File: src/rtl/bcd2bin_if.sv
// ----------------------------------------------------------------------------
// bcd2bin_if
// Request/result bundle for the BCD-to-binary converter.
//   bcd      : {sign, DIGITS x 4-bit BCD}, sign = 1 means negative
//   bcd_vld  : request strobe, sampled only while busy = 0
//   busy     : conversion in progress
//   bin      : {sign, MAG_W-bit magnitude}
//   bin_vld  : one-cycle result strobe
//   bin_err  : at least one nibble of the request was above 9
//   bin_ovf  : magnitude saturated at 2^MAG_W-1
// master = requester side, slave = converter side.
// ----------------------------------------------------------------------------
interface bcd2bin_if #(
   parameter int DIGITS = 4,
   parameter int MAG_W  = 10
);
   logic [4*DIGITS:0] bcd;
   logic              bcd_vld;
   logic              busy;
   logic [MAG_W:0]    bin;
   logic              bin_vld;
   logic              bin_err;
   logic              bin_ovf;

   modport master (
      output bcd, bcd_vld,
      input  busy, bin, bin_vld, bin_err, bin_ovf
   );

   modport slave (
      input  bcd, bcd_vld,
      output busy, bin, bin_vld, bin_err, bin_ovf
   );
endinterface

File: src/rtl/bcd2bin.sv
// ----------------------------------------------------------------------------
// bcd2bin
// Sequential signed BCD to sign-magnitude binary converter. One digit is
// folded in per clock (acc = acc*10 + digit, most significant digit first).
// Invalid nibbles (> 9) force a zero result with bin_err; magnitudes above
// 2^MAG_W-1 saturate with bin_ovf. Requests arriving while busy are dropped.
// Ports:
//   clk   : rising-edge clock
//   rst_n : asynchronous active-low reset
//   bus   : bcd2bin_if slave modport (request in, result out)
// ----------------------------------------------------------------------------
module bcd2bin #(
   parameter int DIGITS = 4,
   parameter int MAG_W  = 10,
   parameter int ACC_W  = 14
) (
   input  logic       clk,
   input  logic       rst_n,
   bcd2bin_if.slave   bus
);
   localparam int CNT_W = (DIGITS > 1) ? $clog2(DIGITS) : 1;
   localparam int BCD_W = 4 * DIGITS + 1;
   localparam logic [ACC_W-1:0] MAG_MAX = ACC_W'((1 << MAG_W) - 1);
   localparam logic [CNT_W-1:0] CNT_TOP = CNT_W'(DIGITS - 1);

   typedef enum logic [1:0] {
      S_IDLE = 2'd0,
      S_ACC  = 2'd1,
      S_DONE = 2'd2
   } state_t;

   state_t             state_q;
   logic [BCD_W-1:0]   word_q;
   logic [ACC_W-1:0]   acc_q;
   logic [CNT_W-1:0]   cnt_q;
   logic               err_q;
   logic               busy_q;
   logic [MAG_W:0]     bin_q;
   logic               bin_vld_q;
   logic               bin_err_q;
   logic               bin_ovf_q;

   logic [3:0]         digit_d;
   logic [ACC_W-1:0]   acc_d;
   logic [MAG_W-1:0]   mag_d;
   logic               ovf_d;
   logic               sign_d;

   // True when any BCD nibble of the word lies outside 0..9.
   function automatic logic has_bad_digit(input logic [BCD_W-1:0] w);
      logic bad;
      bad = 1'b0;
      for (int i = 0; i < DIGITS; i++) begin
         bad = bad | (w[4*i +: 4] > 4'd9);
      end
      return bad;
   endfunction

   // Next accumulator value and the saturated/sign-corrected result it implies.
   always_comb begin
      digit_d = word_q[{cnt_q, 2'b00} +: 4];
      acc_d   = (acc_q << 3) + (acc_q << 1) + {{(ACC_W-4){1'b0}}, digit_d};
      if (err_q) begin
         mag_d = {MAG_W{1'b0}};
         ovf_d = 1'b0;
      end else if (acc_d > MAG_MAX) begin
         mag_d = {MAG_W{1'b1}};
         ovf_d = 1'b1;
      end else begin
         mag_d = acc_d[MAG_W-1:0];
         ovf_d = 1'b0;
      end
      // A zero magnitude never carries a negative sign.
      sign_d = word_q[BCD_W-1] & (mag_d != {MAG_W{1'b0}});
   end

   // Control FSM with registered datapath and outputs.
   always_ff @(posedge clk or negedge rst_n) begin
      if (!rst_n) begin
         state_q   <= S_IDLE;
         word_q    <= {BCD_W{1'b0}};
         acc_q     <= {ACC_W{1'b0}};
         cnt_q     <= {CNT_W{1'b0}};
         err_q     <= 1'b0;
         busy_q    <= 1'b0;
         bin_q     <= {(MAG_W+1){1'b0}};
         bin_vld_q <= 1'b0;
         bin_err_q <= 1'b0;
         bin_ovf_q <= 1'b0;
      end else begin
         case (state_q)
            S_IDLE: begin
               bin_vld_q <= 1'b0;
               if (bus.bcd_vld) begin
                  word_q  <= bus.bcd;
                  err_q   <= has_bad_digit(bus.bcd);
                  acc_q   <= {ACC_W{1'b0}};
                  cnt_q   <= CNT_TOP;
                  busy_q  <= 1'b1;
                  state_q <= S_ACC;
               end else begin
                  state_q <= S_IDLE;
               end
            end
            S_ACC: begin
               acc_q <= acc_d;
               if (cnt_q == {CNT_W{1'b0}}) begin
                  bin_q     <= {sign_d, mag_d};
                  bin_err_q <= err_q;
                  bin_ovf_q <= ovf_d;
                  bin_vld_q <= 1'b1;
                  state_q   <= S_DONE;
               end else begin
                  cnt_q   <= cnt_q - {{(CNT_W-1){1'b0}}, 1'b1};
                  state_q <= S_ACC;
               end
            end
            S_DONE: begin
               bin_vld_q <= 1'b0;
               busy_q    <= 1'b0;
               state_q   <= S_IDLE;
            end
            default: begin
               bin_vld_q <= 1'b0;
               busy_q    <= 1'b0;
               state_q   <= S_IDLE;
            end
         endcase
      end
   end

   assign bus.busy    = busy_q;
   assign bus.bin     = bin_q;
   assign bus.bin_vld = bin_vld_q;
   assign bus.bin_err = bin_err_q;
   assign bus.bin_ovf = bin_ovf_q;

endmodule
File: src/flat_wrapper.sv
// flat-port wrapper written by rule: the top's interface ports become plain ports
module bcd2bin_flat 
#(
   parameter int DIGITS = 4,
   parameter int MAG_W  = 10,
   parameter int ACC_W  = 14
)
  (clk, rst_n, bus_bcd, bus_bcd_vld, bus_busy, bus_bin, bus_bin_vld, bus_bin_err, bus_bin_ovf);
  bcd2bin_if #(.DIGITS(DIGITS), .MAG_W(MAG_W)) bus_i ();
  input  logic clk;
  input  logic rst_n;
  input wire logic [$bits(bus_i.bcd)-1:0] bus_bcd;
  input wire logic [$bits(bus_i.bcd_vld)-1:0] bus_bcd_vld;
  output wire logic [$bits(bus_i.busy)-1:0] bus_busy;
  output wire logic [$bits(bus_i.bin)-1:0] bus_bin;
  output wire logic [$bits(bus_i.bin_vld)-1:0] bus_bin_vld;
  output wire logic [$bits(bus_i.bin_err)-1:0] bus_bin_err;
  output wire logic [$bits(bus_i.bin_ovf)-1:0] bus_bin_ovf;
  assign bus_i.bcd = bus_bcd;
  assign bus_i.bcd_vld = bus_bcd_vld;
  assign bus_busy = bus_i.busy;
  assign bus_bin = bus_i.bin;
  assign bus_bin_vld = bus_i.bin_vld;
  assign bus_bin_err = bus_i.bin_err;
  assign bus_bin_ovf = bus_i.bin_ovf;
  bcd2bin #(.DIGITS(DIGITS), .MAG_W(MAG_W), .ACC_W(ACC_W)) u_core (.clk(clk), .rst_n(rst_n), .bus(bus_i));
endmodule
File: config.mk
export PLATFORM = sky130hd
export DESIGN_NAME = bcd2bin_flat
export DESIGN_NICKNAME = d
export VERILOG_FILES = /design/src/rtl/bcd2bin_if.sv /design/src/rtl/bcd2bin.sv /design/src/flat_wrapper.sv
export SDC_FILE = /design/constraint.sdc
export NUM_CORES = 1
export LEC_CHECK = 0
export ABC_AREA = 1
export CORE_ASPECT_RATIO = 1.5
export CORE_UTILIZATION = 51
export CTS_CLUSTER_SIZE = 10
export DETAILED_ROUTE_END_ITERATION = 16
export HOLD_SLACK_MARGIN = 0.02
export PLACE_DENSITY = 0.87
export SETUP_SLACK_MARGIN = 0.15
export SYNTH_ARGS = -nofsm -noshare
export SYNTH_HDL_FRONTEND = slang
export SYNTH_SLANG_ARGS = --single-unit
File: constraint.sdc
create_clock -name clk -period 3.39 [get_ports clk]
set_clock_uncertainty 0.15 [all_clocks]
set_input_delay 1.017 -clock clk [delete_from_list [all_inputs] [get_ports clk]]
set_output_delay 1.017 -clock clk [all_outputs]
set_load 0.01 [all_outputs]
== Yosys cells after proc, flatten, opt, wreduce, memory -nomap -nowiden ==
Index checks and enable logic that the tools add are counted.

* Output and inout port bits: 15
* Register bits: 50
* Input port bits: 20

* $add $sub $neg: 3
* Eq/ne operators: 4
* Muxes and demuxes: 16
* Shift-type cells: 1
* Reduce and logical (&&, ||, !) cells: 9
* Bitwise operators: 5
* Magnitude comparators: 5

{| class="wikitable"
|+ Operator list
! operator !! count
|-
| 13-bit one-hot mux with 2 select lines || 1
|-
| 10-bit 2-to-1 mux || 2
|-
| 17-bit by 5-bit variable part select with 4-bit output || 1
|-
| 4-bit greater-than comparator, second input constant || 4
|-
| 14-bit adder || 1
|-
| 14-bit by 4-bit adder with 14-bit output || 1
|-
| 14-bit by 10-bit greater-than comparator with 1-bit output, second input constant || 1
|-
| 13-bit 2-to-1 mux || 1
|-
| 10-bit nonzero test || 1
|-
| 2-bit one-hot mux with 2 select lines || 2
|-
| 2-bit AND reduction || 4
|-
| 1-bit 2-to-1 mux || 6
|-
| 2-bit 2-to-1 mux || 3
|-
| 2-bit zero test || 2
|-
| 2-bit != test, second input constant || 2
|-
| 1-bit OR || 3
|-
| 3-bit AND reduction || 1
|-
| 2-bit by 1-bit == test with 1-bit output, second input constant || 1
|-
| 2-bit by 1-bit != test with 1-bit output, second input constant || 1
|-
| 1-bit one-hot mux with 2 select lines || 1
|-
| 2-bit nonzero test || 1
|-
| 2-bit by 1-bit subtractor with 2-bit output, second input constant || 1
|-
| 1-bit AND || 1
|-
| 1-bit NOT || 1
|}

== Logic depth before layout (Yosys ltp) ==
Gate-level depths: netlist (run 1).

* Depth in word-level cells: 7
* Depth in mapped cells: 22

== Worst setup path after synthesis (run 1) ==
No wires, ideal clock.

* Path kind: reg-to-reg
* From: register u_core.cnt_q[0]
* To: register u_core.bin_q[10], in the netlist u_core.bus.bin[10]
* Setup time: 0.116 ns
* Arrival: 2.936 ns
* Path slack: 0.187 ns
* Cell stages (with the launch flop): 21
* Path through: dfrtp_1 clkbuf_1 o21ai_0 o22ai_1 fa_1 fa_1 nand2_1 nand3_1 nand3_1 nand2_1 nand2_1 nand2_1 nor2_2 buf_6 nand3_1 nand2_1 nand2_1 nor2_1 nand3_1 nand2_1 nand2_1

* Word-level cells in the longest chain between the ends: 7

{| class="wikitable"
|+ Ends and longest elaborated chain
! item !! RTL line !! source
|-
| start, declared || bcd2bin.sv:35 || <nowiki>logic [CNT_W-1:0] cnt_q;</nowiki>
|-
| start signal, assigned || bcd2bin.sv:83 || <nowiki>cnt_q <= {CNT_W{1'b0}};</nowiki>
|-
| start signal, assigned || bcd2bin.sv:114 || <nowiki>cnt_q <= cnt_q - {{(CNT_W-1){1'b0}}, 1'b1};</nowiki>
|-
| 17-bit by 5-bit variable part select with 4-bit output || bcd2bin.sv:61 || <nowiki>digit_d = word_q[{cnt_q, 2'b00} +: 4];</nowiki>
|-
| 14-bit by 4-bit adder with 14-bit output || bcd2bin.sv:62 || <nowiki>acc_d = (acc_q << 3) + (acc_q << 1) + {{(ACC_W-4){1'b0}}, digit_d};</nowiki>
|-
| 14-bit by 10-bit greater-than comparator with 1-bit output || bcd2bin.sv:66 || <nowiki>end else if (acc_d > MAG_MAX) begin</nowiki>
|-
| 10-bit 2-to-1 mux || bcd2bin.sv:66 ||
|-
| 10-bit 2-to-1 mux || bcd2bin.sv:63 || <nowiki>if (err_q) begin</nowiki>
|-
| 10-bit nonzero test || bcd2bin.sv:74 || <nowiki>sign_d = word_q[BCD_W-1] & (mag_d != {MAG_W{1'b0}});</nowiki>
|-
| 1-bit AND || bcd2bin.sv:74 ||
|-
| end signal, assigned || bcd2bin.sv:86 || <nowiki>bin_q <= {(MAG_W+1){1'b0}};</nowiki>
|-
| end signal, assigned || bcd2bin.sv:108 || <nowiki>bin_q <= {sign_d, mag_d};</nowiki>
|-
| end, declared || bcd2bin.sv:38 || <nowiki>logic [MAG_W:0] bin_q;</nowiki>
|}

Several ways; a longest one is shown, not always the timed one.
A chain may end at the register's enable or synchronous reset.

== Worst setup path after layout (run 1) ==
Same ends and word-level chain as after synthesis.

==> results.txt, run 1 <==
GRT Overall Usage -> 24.6%
I/O pin count -> 35
Die width -> 64.2 um
Core Region -> 0.00553 mm2
Drt via density -> 5.60
Cells after synthesis -> 388
Max stage delay on crit path -> 530 ps
HP Class -> reg2reg
Status -> complete, but fails checks
Share of cells above drive strength 1 -> 12.3%
Clk sinks -> 50
Setup-failing EPs final -> 1
DP Worst Slack -> -5.99 ps
Post-synthesis register bit count -> 50
Via Count -> 2812
Final hold violations -> 0
Fin area -> 0.00364 mm2
Pin count of the biggest net entering global routing -> 32
Worst path required time -> 3440 ps
Fmax -> 0.295 GHz
Crit. End Element -> register
Top cells by count, synth -> nand2_1 (139), dfrtp_1 (50), nand3_1 (37), o21ai_0 (35), inv_1 (33)
Placer Congestion -> 0.873
DIE HEIGHT -> 95.3 um
Register area share after synthesis -> 42.3%
Setup ws final -> -5.41 ps
Later-pin clock latency in the skew report -> 310 ps
Drt total wl -> 7330 um
CP dominant cell by count -> nand2_1
GR Overflow Total -> 0
Final ANT Viol Nets -> 0
Most common cell in the netlist -> nand2_1
Startpoint types -> register
DP Cell Count -> 486
I/O Buffers -> 34
# H-tree levels -> 2
EDFF count, synth -> 0
DP Area -> 0.00336 mm2
CP Max Fanout -> 6
Utilization after layout -> 65.9%
Initial antenna violation count -> 0
HPWL after DPL -> 5210 um
Yosys warning total -> 0
Vias in the first global route -> 2675
Area grow syn2layout -> 23.2%
Failing checks -> setup timing
Finished Layout Cells -> 502
Max-Cap Viols -> 0
CP arrival -> 3450 ps
CTS Buf Count -> 5
Synth area leader -> dfrtp_1
Clock root buffer -> clkbuf_8
GRT Max-Usage Layer -> met2
Starting Density -> 53.4%
Met2 usage -> 46.9%
Dominant synthesized flop cell -> dfrtp_1
Top post-synthesis cells by area -> dfrtp_1 (42%), nand2_1 (18%), ha_1 (9.7%), nand3_1 (6.3%), o21ai_0 (5.9%)
Post-synth net total -> 433
Fin crit share -> 100%
Clk slew on worst S/H paths -> 100 ps
Async SR Flop Fraction -> 100%
Initial DRC count -> 196
Global-route wire length before repair -> 11600 um
Hold-fix buffer count after cts -> 0
Die area -> 0.00611 mm2
Drt first pass iters -> 4
Met1 Track Usage GR -> 25.6%
Slew of the pin with the lowest slew margin -> 692 ps
Final nets -> 477
CP cell instances -> buf_6, o21ai_4, o22ai_2, fa_1, fa_2, nand2_2, nand3_2, nand3_2, nand2_1, nand2_1, nand2_2, nor2_4, buf_2, nand3_1, nand2_1, nand2_1, nor2_1, nand3_1, nand2_1, nand2_1
DR WL/cell -> 14.6 um
Distinct cells, synth -> 24
Relative slew slack -> 53.7%
Std-Cell Rows -> 33
CTS tree -> yes
Final min period -> 3400 ps
Slew Viols, Final -> 0
Cell Area, Synth -> 0.00296 mm2
RSZ-0062 raised after global routing -> yes
Crit-path slowest cell -> fa_1
Number of remaining DRC errors -> 0
Syn avg cell area -> 7.62 um2
Met3 global-route usage -> 2.99%
Fill count -> 452
Share of the synthesized area in the top cell type -> 42.3%
Ant diodes -> 0
Critical path class -> reg2reg
Clock Tree Buf Depth -> 2
==> cell families after synthesis <==
logic type / count (synthesis) / share of synthesized area, %
simple gates: 211 / 29.6
flops: 50 / 42.3
compound gates: 49 / 8.68
buf+inv: 47 / 6.52
fa+ha+maj: 25 / 11.1
xor+xnor: 6 / 1.78
==> critical path, delay by kind of cell (launching register included) <==
family	cells	cell delay, ps
AOI/OAI and AO/OA	2	220
adders and majority gates	2	980
buffers and inverters	2	330
DFF	1	440
and+or+nand+nor	14	1170
==> metal layers <==
metal	wire [um]	vias up
li1	-	1344
met1	2780	1357
met2	3970	83
met3	216	28
met4	369	0
met5	0	-
==> timing repair <==
| item | 4_1_cts | 5_1_grt |
|---|---|---|
| gates resized for setup | 11 | 29 |
| pin swaps | 2 | 14 |
| endpoints found under the setup margin | 1 | 11 |
| endpoints found under the hold margin | 0 | 0 |
| gates cloned | 1 | 1 |
| setup buffers | 1 | 6 |
==> path summary, 6_finish.rpt <==
kind | start | to | slack, ps | cells past startpoint
max | u_core.cnt_q[0] | u_core.bus.bin[10] | -5 | 20
min | u_core.word_q[1] | u_core.word_q[1] | 330 | 2
max reg2reg | u_core.cnt_q[0] | u_core.bus.bin[10] | -5 | 20
min reg2reg | u_core.word_q[1] | u_core.word_q[1] | 330 | 2
max in group asynchronous | rst_n | u_core.acc_q[1] | 1860 | 2
min in group asynchronous | rst_n | u_core.word_q[7] | 490 | 1
==> through the flow <==
stage,TNS (ps),hold slack (ps)
2_1_floorplan,0,287
3_3_place_gp,0,311
3_5_place_dp,-5.99,310
4_1_cts,0,331
5_1_grt,-148,352
6_report,-5.41,329
==> placed cells by master (no fill, tap or decap), types with 2 or more instances in the layout <==
cell type and instances:
nand2_1 132, dfrtp_1 50, clkdlybuf4s50_1 33, inv_1 32, nand3_1 31, o21ai_0 28
nor2_1 21, ha_1 21, buf_4 11, a21oi_1 9, nand2_2 8, nand3_2 7
o21ai_1 5, clkbuf_8 5, nor2_2 4, nand4_1 4, xor2_1 4, nor2_4 3
o22ai_1 2, xnor2_1 2, ha_4 2, buf_2 2, buf_6 2
==> sequential cells by signal (all words and copies together) (netlist names) <==
name and count:
u_core.word_q 17, u_core.bus.bin_err 1, u_core.bus.bin 11, u_core.state_q 2
u_core.cnt_q 2, u_core.err_q 1, u_core.acc_q 13, u_core.bus.busy 1
u_core.bus.bin_ovf 1, u_core.bus.bin_vld 1
==> cell type report <==
cell class	count	area (um2)	area share, %
clock buffers	5	68.8	1.89
multi-input cells	292	1640	45.1
clock inverters	2	13.8	0.378
repair buffers	48	445	12.2
inverters	35	134	3.67
flip-flops and latches	50	1250	34.3
well taps	70	87.6	2.40
Power of run 1 is left out: the tool's default activity adds up to more than one toggle a clock period on the data nets, which glitch-free logic cannot reach.
==> run 2: changes to the inputs <==
--- a/config.mk
+++ b/config.mk
@@ -6,12 +6,14 @@
 export NUM_CORES = 1
 export LEC_CHECK = 0
 export ABC_AREA = 1
+export CELL_PAD_IN_SITES_DETAIL_PLACEMENT = 1
+export CELL_PAD_IN_SITES_GLOBAL_PLACEMENT = 1
 export CORE_ASPECT_RATIO = 1.5
-export CORE_UTILIZATION = 51
+export CORE_UTILIZATION = 37
 export CTS_CLUSTER_SIZE = 10
 export DETAILED_ROUTE_END_ITERATION = 16
 export HOLD_SLACK_MARGIN = 0.02
-export PLACE_DENSITY = 0.87
+export PLACE_DENSITY = 0.86
 export SETUP_SLACK_MARGIN = 0.15
 export SYNTH_ARGS = -nofsm -noshare
 export SYNTH_HDL_FRONTEND = slang
==> results.txt, run 2 (synthesized netlist as in run 1, its figures left out) <==
Status -> complete, but fails checks (unchanged)
Failing checks -> setup timing (unchanged)
Ant diodes -> 0 (unchanged)
CP Max Fanout -> 6 (unchanged)
Critical path class -> reg2reg (unchanged)
Worst path required time -> 3420 ps (was 3440 ps)
Hold-fix buffer count after cts -> 0 (unchanged)
Initial DRC count -> 235 (was 196)
Starting Density -> 38.6% (was 53.4%)
Max-Cap Viols -> 0 (unchanged)
Startpoint types -> register (unchanged)
# H-tree levels -> 2 (unchanged)
Hold Worst Slack -> 331 ps (was 329 ps)
Std-Cell Rows -> 39 (was 33)
I/O pin count -> 35 (unchanged)
DIE HEIGHT -> 111 um (was 95.3 um)
Fmax -> 0.294 GHz (was 0.295 GHz)
Initial antenna violation count -> 0 (unchanged)
Die width -> 75.0 um (was 64.2 um)
Core Region -> 0.00766 mm2 (was 0.00553 mm2)
Fill count -> 930 (was 452)
Pin count of the biggest net entering global routing -> 33 (was 32)
Drt first pass iters -> 4 (unchanged)
DP Area -> 0.00340 mm2 (was 0.00336 mm2)
Via Count -> 2845 (was 2812)
Fin area -> 0.00391 mm2 (was 0.00364 mm2)
Vias in the first global route -> 2899 (was 2675)
Placer Congestion -> 0.829 (was 0.873)
Clock Tree Buf Depth -> 2 (unchanged)
Final min period -> 3400 ps (about the same)
Crit. End Element -> register (unchanged)
DR WL/cell -> 17.3 um (was 14.6 um)
Max FFs per register -> 17 (unchanged)
Fin crit share -> 100% (about the same)
Final hold violations -> 0 (unchanged)
Setup ws final -> -10.8 ps (was -5.41 ps)
Slew of the pin with the lowest slew margin -> 786 ps (was 692 ps)
Later-pin clock latency in the skew report -> 300 ps (was 310 ps)
GR Overflow Total -> 0 (unchanged)
Final nets -> 483 (was 477)
Area grow syn2layout -> 32.3% (was 23.2%)
CTS tree -> yes (unchanged)
Clk sinks -> 50 (unchanged)
Utilization after layout -> 51.1% (was 65.9%)
Final setup TNS -> -10.8 ps (was -5.41 ps)
HP Class -> reg2reg (unchanged)
RSZ-0062 raised after global routing -> yes (unchanged)
Clock root buffer -> clkbuf_16 (was clkbuf_8)
Largest reg by FF count -> u_core.word_q (unchanged)
Setup-failing EPs final -> 1 (unchanged)
Drt via density -> 5.26 (was 5.60)
Drt total wl -> 9360 um (was 7330 um)
Slew Viols, Final -> 0 (unchanged)
Number of remaining DRC errors -> 0 (unchanged)
Most frequent cells in the layout -> nand2_1 (126), dfrtp_1 (49), clkdlybuf4s50_1 (33), inv_1 (32), o21ai_0 (29) (was nand2_1 (132), dfrtp_1 (50), clkdlybuf4s50_1 (33), inv_1 (32), nand3_1 (31))
Die area -> 0.00836 mm2 (was 0.00611 mm2)
Global-route wire length before repair -> 14000 um (was 11600 um)
Relative slew slack -> 47.5% (was 53.7%)
Most common cell after layout, fill and taps aside -> nand2_1 (unchanged)
Clk slew on worst S/H paths -> 70 ps (was 100 ps)
Share of cells above drive strength 1 -> 18.0% (was 12.3%)
Final ANT Viol Nets -> 0 (unchanged)
HPWL after DPL -> 6170 um (was 5210 um)
CP arrival -> 3430 ps (was 3450 ps)
GRT Overall Usage -> 22.3% (was 24.6%)
I/O Buffers -> 34 (unchanged)
CTS Buf Count -> 5 (unchanged)
[run 2: changes by cell type in the layout (fill, tap and decap cells not counted), sizes merged]
cell and change:
buf +7, bufinv +1, clkinv -1, clkbuf +1, nor2 -1
[run 2: stage by stage]
step,std cells,setup slack (ps)
after detailed placement,518,-56.0
after CTS,533,166
after global routing,541,-114
after floorplan,388,187
after global placement,518,63.2
final,541,-10.8
[run 2: layout make-up]
cell class / instances / area [um2] / share of cell area, %
tap: 102 / 128 / 3.26
clock buffer: 6 / 139 / 3.55
inverter: 35 / 134 / 3.42
timing repair buffer: 55 / 515 / 13.2
clock inverter: 2 / 38.8 / 0.991
sequential: 50 / 1250 / 32.0
multi-input combinational: 291 / 1710 / 43.6
[run 2: repair_timing]
item | in CTS | in global routing
endpoints found under the setup margin | 8 | 5
cloned | 2 | 0
resized for setup | 27 | 36
pin swaps | 8 | 22
setup buffers | 5 | 8
[run 2: path summary, 6_finish.rpt]
kind / start / end / slack [ps] / depth (start not counted)
max reg2reg: u_core.cnt_q[0] / u_core.bus.bin[10] / -10 / 20
min reg2reg: u_core.word_q[7] / u_core.word_q[7] / 330 / 2
max: u_core.cnt_q[0] / u_core.bus.bin[10] / -10 / 20
min: u_core.word_q[7] / u_core.word_q[7] / 330 / 2
min in group asynchronous: rst_n / u_core.bus.bin_ovf / 510 / 1
max in group asynchronous: rst_n / u_core.cnt_q[0] / 1770 / 2
[run 2: layer usage]
layer,part of all wire (%),global-route usage (%)
met2,57,42.1
met4,3.7,8.68
met3,2.4,2.99
met5,0,0
met1,37,23.8
[run 2: worst max-delay path: stages, from the launching register on]
cell and delay (ps):
dfrtp_2 460, o21ai_1 220, o22ai_2 120, ha_1 360, ha_4 200, fa_2 400
nand2_2 90, nand3_2 90, nand3_2 80, nand2_1 50, nand2_1 70, nand2_2 70
nor2_4 130, buf_6 160, nand3_2 90, nand2_2 80, nand2_1 70, nor2_1 120
nand3_1 100, nand2_1 90, nand2_1 80
Power of run 2 is left out for the same reason.
==> run 3: changes to the inputs <==
--- a/config.mk
+++ b/config.mk
@@ -14,7 +14,7 @@
 export DETAILED_ROUTE_END_ITERATION = 16
 export HOLD_SLACK_MARGIN = 0.02
 export PLACE_DENSITY = 0.86
-export SETUP_SLACK_MARGIN = 0.15
+export SETUP_SLACK_MARGIN = 0.5
 export SYNTH_ARGS = -nofsm -noshare
 export SYNTH_HDL_FRONTEND = slang
 export SYNTH_SLANG_ARGS = --single-unit
==> results.txt, run 3 (synthesized netlist as in run 1, its figures left out) <==
Drt via density -> 5.34 (was 5.26)
HP Class -> reg2reg (unchanged)
Worst path required time -> 3390 ps (was 3420 ps)
RSZ-0062 raised after global routing -> yes (unchanged)
Later-pin clock latency in the skew report -> 290 ps (was 300 ps)
HP Start -> u_core.word_q[3] (was u_core.word_q[7])
Status -> complete, but fails checks (unchanged)
Startpoint types -> register (unchanged)
Die area -> 0.00836 mm2 (unchanged)
Initial DRC count -> 150 (was 235)
Ant diodes -> 0 (unchanged)
FF-to-FF Start -> u_core.cnt_q[0] (unchanged)
Fmax -> 0.292 GHz (was 0.294 GHz)
Die width -> 75.0 um (unchanged)
Drt total wl -> 10100 um (was 9360 um)
Final hold violations -> 0 (unchanged)
Final min period -> 3420 ps (was 3400 ps)
Global-route wire length before repair -> 14800 um (was 14000 um)
Clock Tree Buf Depth -> 2 (unchanged)
GRT Overall Usage -> 23.6% (was 22.3%)
DP Worst Slack -> 2.25 ps (was -56.0 ps)
# H-tree levels -> 2 (unchanged)
Failing checks -> setup timing (unchanged)
Std-Cell Rows -> 39 (unchanged)
CP cell instances -> buf_6, nor2_1, o22ai_2, fa_2, ha_4, nand2_1, nor2_2, nand3_1, nand4_1, nand2_2, nor2_4, buf_6, nand3_2, nand2_2, buf_4, buf_6, buf_4, o21ai_1 (was o21ai_1, o22ai_2, ha_1, ha_4, fa_2, nand2_2, nand3_2, nand3_2, nand2_1, nand2_1, nand2_2, nor2_4, buf_6, nand3_2, nand2_2, nand2_1, nor2_1, nand3_1, nand2_1, nand2_1)
CP Max Fanout -> 6 (unchanged)
Core Region -> 0.00766 mm2 (unchanged)
Max stage delay on crit path -> 520 ps (was 460 ps)
Max-Cap Viols -> 0 (unchanged)
CP dominant cell by count -> buf_6 (was nand2_1)
Drt first pass iters -> 4 (unchanged)
Clk slew on worst S/H paths -> 70 ps (about the same)
CP arrival -> 3420 ps (was 3430 ps)
Slew of the pin with the lowest slew margin -> 762 ps (was 786 ps)
Initial antenna violation count -> 0 (unchanged)
Fill count -> 936 (was 930)
Via Count -> 2917 (was 2845)
I/O Buffers -> 34 (unchanged)
Number of remaining DRC errors -> 0 (unchanged)
Setup-failing EPs final -> 2 (was 1)
Fin crit share -> 101% (was 100%)
CTS tree -> yes (unchanged)
Placer Congestion -> 0.847 (was 0.829)
Final ANT Viol Nets -> 0 (unchanged)
Most common cell after layout, fill and taps aside -> nand2_1 (unchanged)
I/O pin count -> 35 (unchanged)
GR Overflow Total -> 0 (unchanged)
HPWL after DPL -> 6080 um (was 6170 um)
Max FFs per register -> 17 (unchanged)
Critical path class -> reg2reg (unchanged)
Vias in the first global route -> 3101 (was 2899)
Clock root buffer -> clkbuf_16 (unchanged)
Hold Worst Slack -> 331 ps (about the same)
DIE HEIGHT -> 111 um (unchanged)
Pin count of the biggest net entering global routing -> 31 (was 33)
DR WL/cell -> 18.4 um (was 17.3 um)
Hold-fix buffer count after cts -> 0 (unchanged)
Slew Viols, Final -> 0 (unchanged)
Crit-path slowest cell -> fa_2 (was dfrtp_2)
Final nets -> 488 (was 483)
Clk sinks -> 50 (unchanged)
Relative slew slack -> 49.1% (was 47.5%)
Setup ws final -> -30.3 ps (was -10.8 ps)
Crit path launch -> u_core.cnt_q[0] (unchanged)
Most frequent cells in the layout -> nand2_1 (121), dfrtp_1 (50), inv_1 (33), clkdlybuf4s50_1 (33), o21ai_0 (28) (was nand2_1 (126), dfrtp_1 (49), clkdlybuf4s50_1 (33), inv_1 (32), o21ai_0 (29))
Area grow syn2layout -> 36.0% (was 32.3%)
Share of cells above drive strength 1 -> 20.0% (was 18.0%)
Crit. End Element -> register (unchanged)
Largest reg by FF count -> u_core.word_q (unchanged)
CTS Buf Count -> 5 (unchanged)
Starting Density -> 38.6% (unchanged)
## run 3: cell count changes in the layout (fill, tap and decap cells not counted), sizes merged
cell / change
buf: +5
bufinv: -1
clkinv: +2
inv: -1
## run 3: critical path, delay by kind of cell, from the launching register on
kind / cells / cell delay (ps)
flip-flops: 1 / 430
AO/OA/AOI/OAI: 2 / 180
AND/OR/NAND/NOR: 9 / 1070
buffers and inverters: 5 / 630
adder cells (fa/ha/maj): 2 / 820
## run 3: path summary, 6_finish.rpt
path,end,slack [ps],cells after the start
max reg2reg,u_core.bus.bin[5],-30,18
min in group asynchronous,u_core.bus.bin_err,530,1
max in group asynchronous,u_core.word_q[9],1800,2
max,u_core.bus.bin[5],-30,18
min reg2reg,u_core.word_q[3],330,2
min,u_core.word_q[3],330,2
## run 3: final cells by class
type | count | area [um2] | share of cell area [%]
well taps | 102 | 128 | 3.17
clock buffers | 6 | 139 | 3.45
clock inverters | 2 | 17.5 | 0.436
inverters | 35 | 134 | 3.33
flip-flops and latches | 50 | 1250 | 31.1
multi-input cells | 291 | 1790 | 44.5
repair buffers | 60 | 564 | 14.0
## run 3: metal layers
metal / vias up / track usage (%) / wire length [um]
met2: 93 / 43.5 / 5680
met4: 0 / 10.4 / 484
met1: 1424 / 25.4 / 3640
met3: 39 / 3.62 / 258
met5: - / 0 / 0
li1: 1361 / - / -
## run 3: metrics by stage
stage	util [%]	instance area [um2]	cells	setup TNS, ps
after floorplan	-	2970	388	0
after global placement	44.6	3420	519	0
after detailed placement	44.6	3420	519	0
after CTS	49.5	3790	540	0
after global routing	52.5	4020	546	-467
final	52.5	4020	546	-54.6
## run 3: timing repair
item,4_1_cts,5_1_grt
setup endpoints to repair,12,15
buffers inserted,11,6
cloned,2,0
pin swaps,11,18
resized for setup,30,44
Power of run 3 is left out for the same reason.
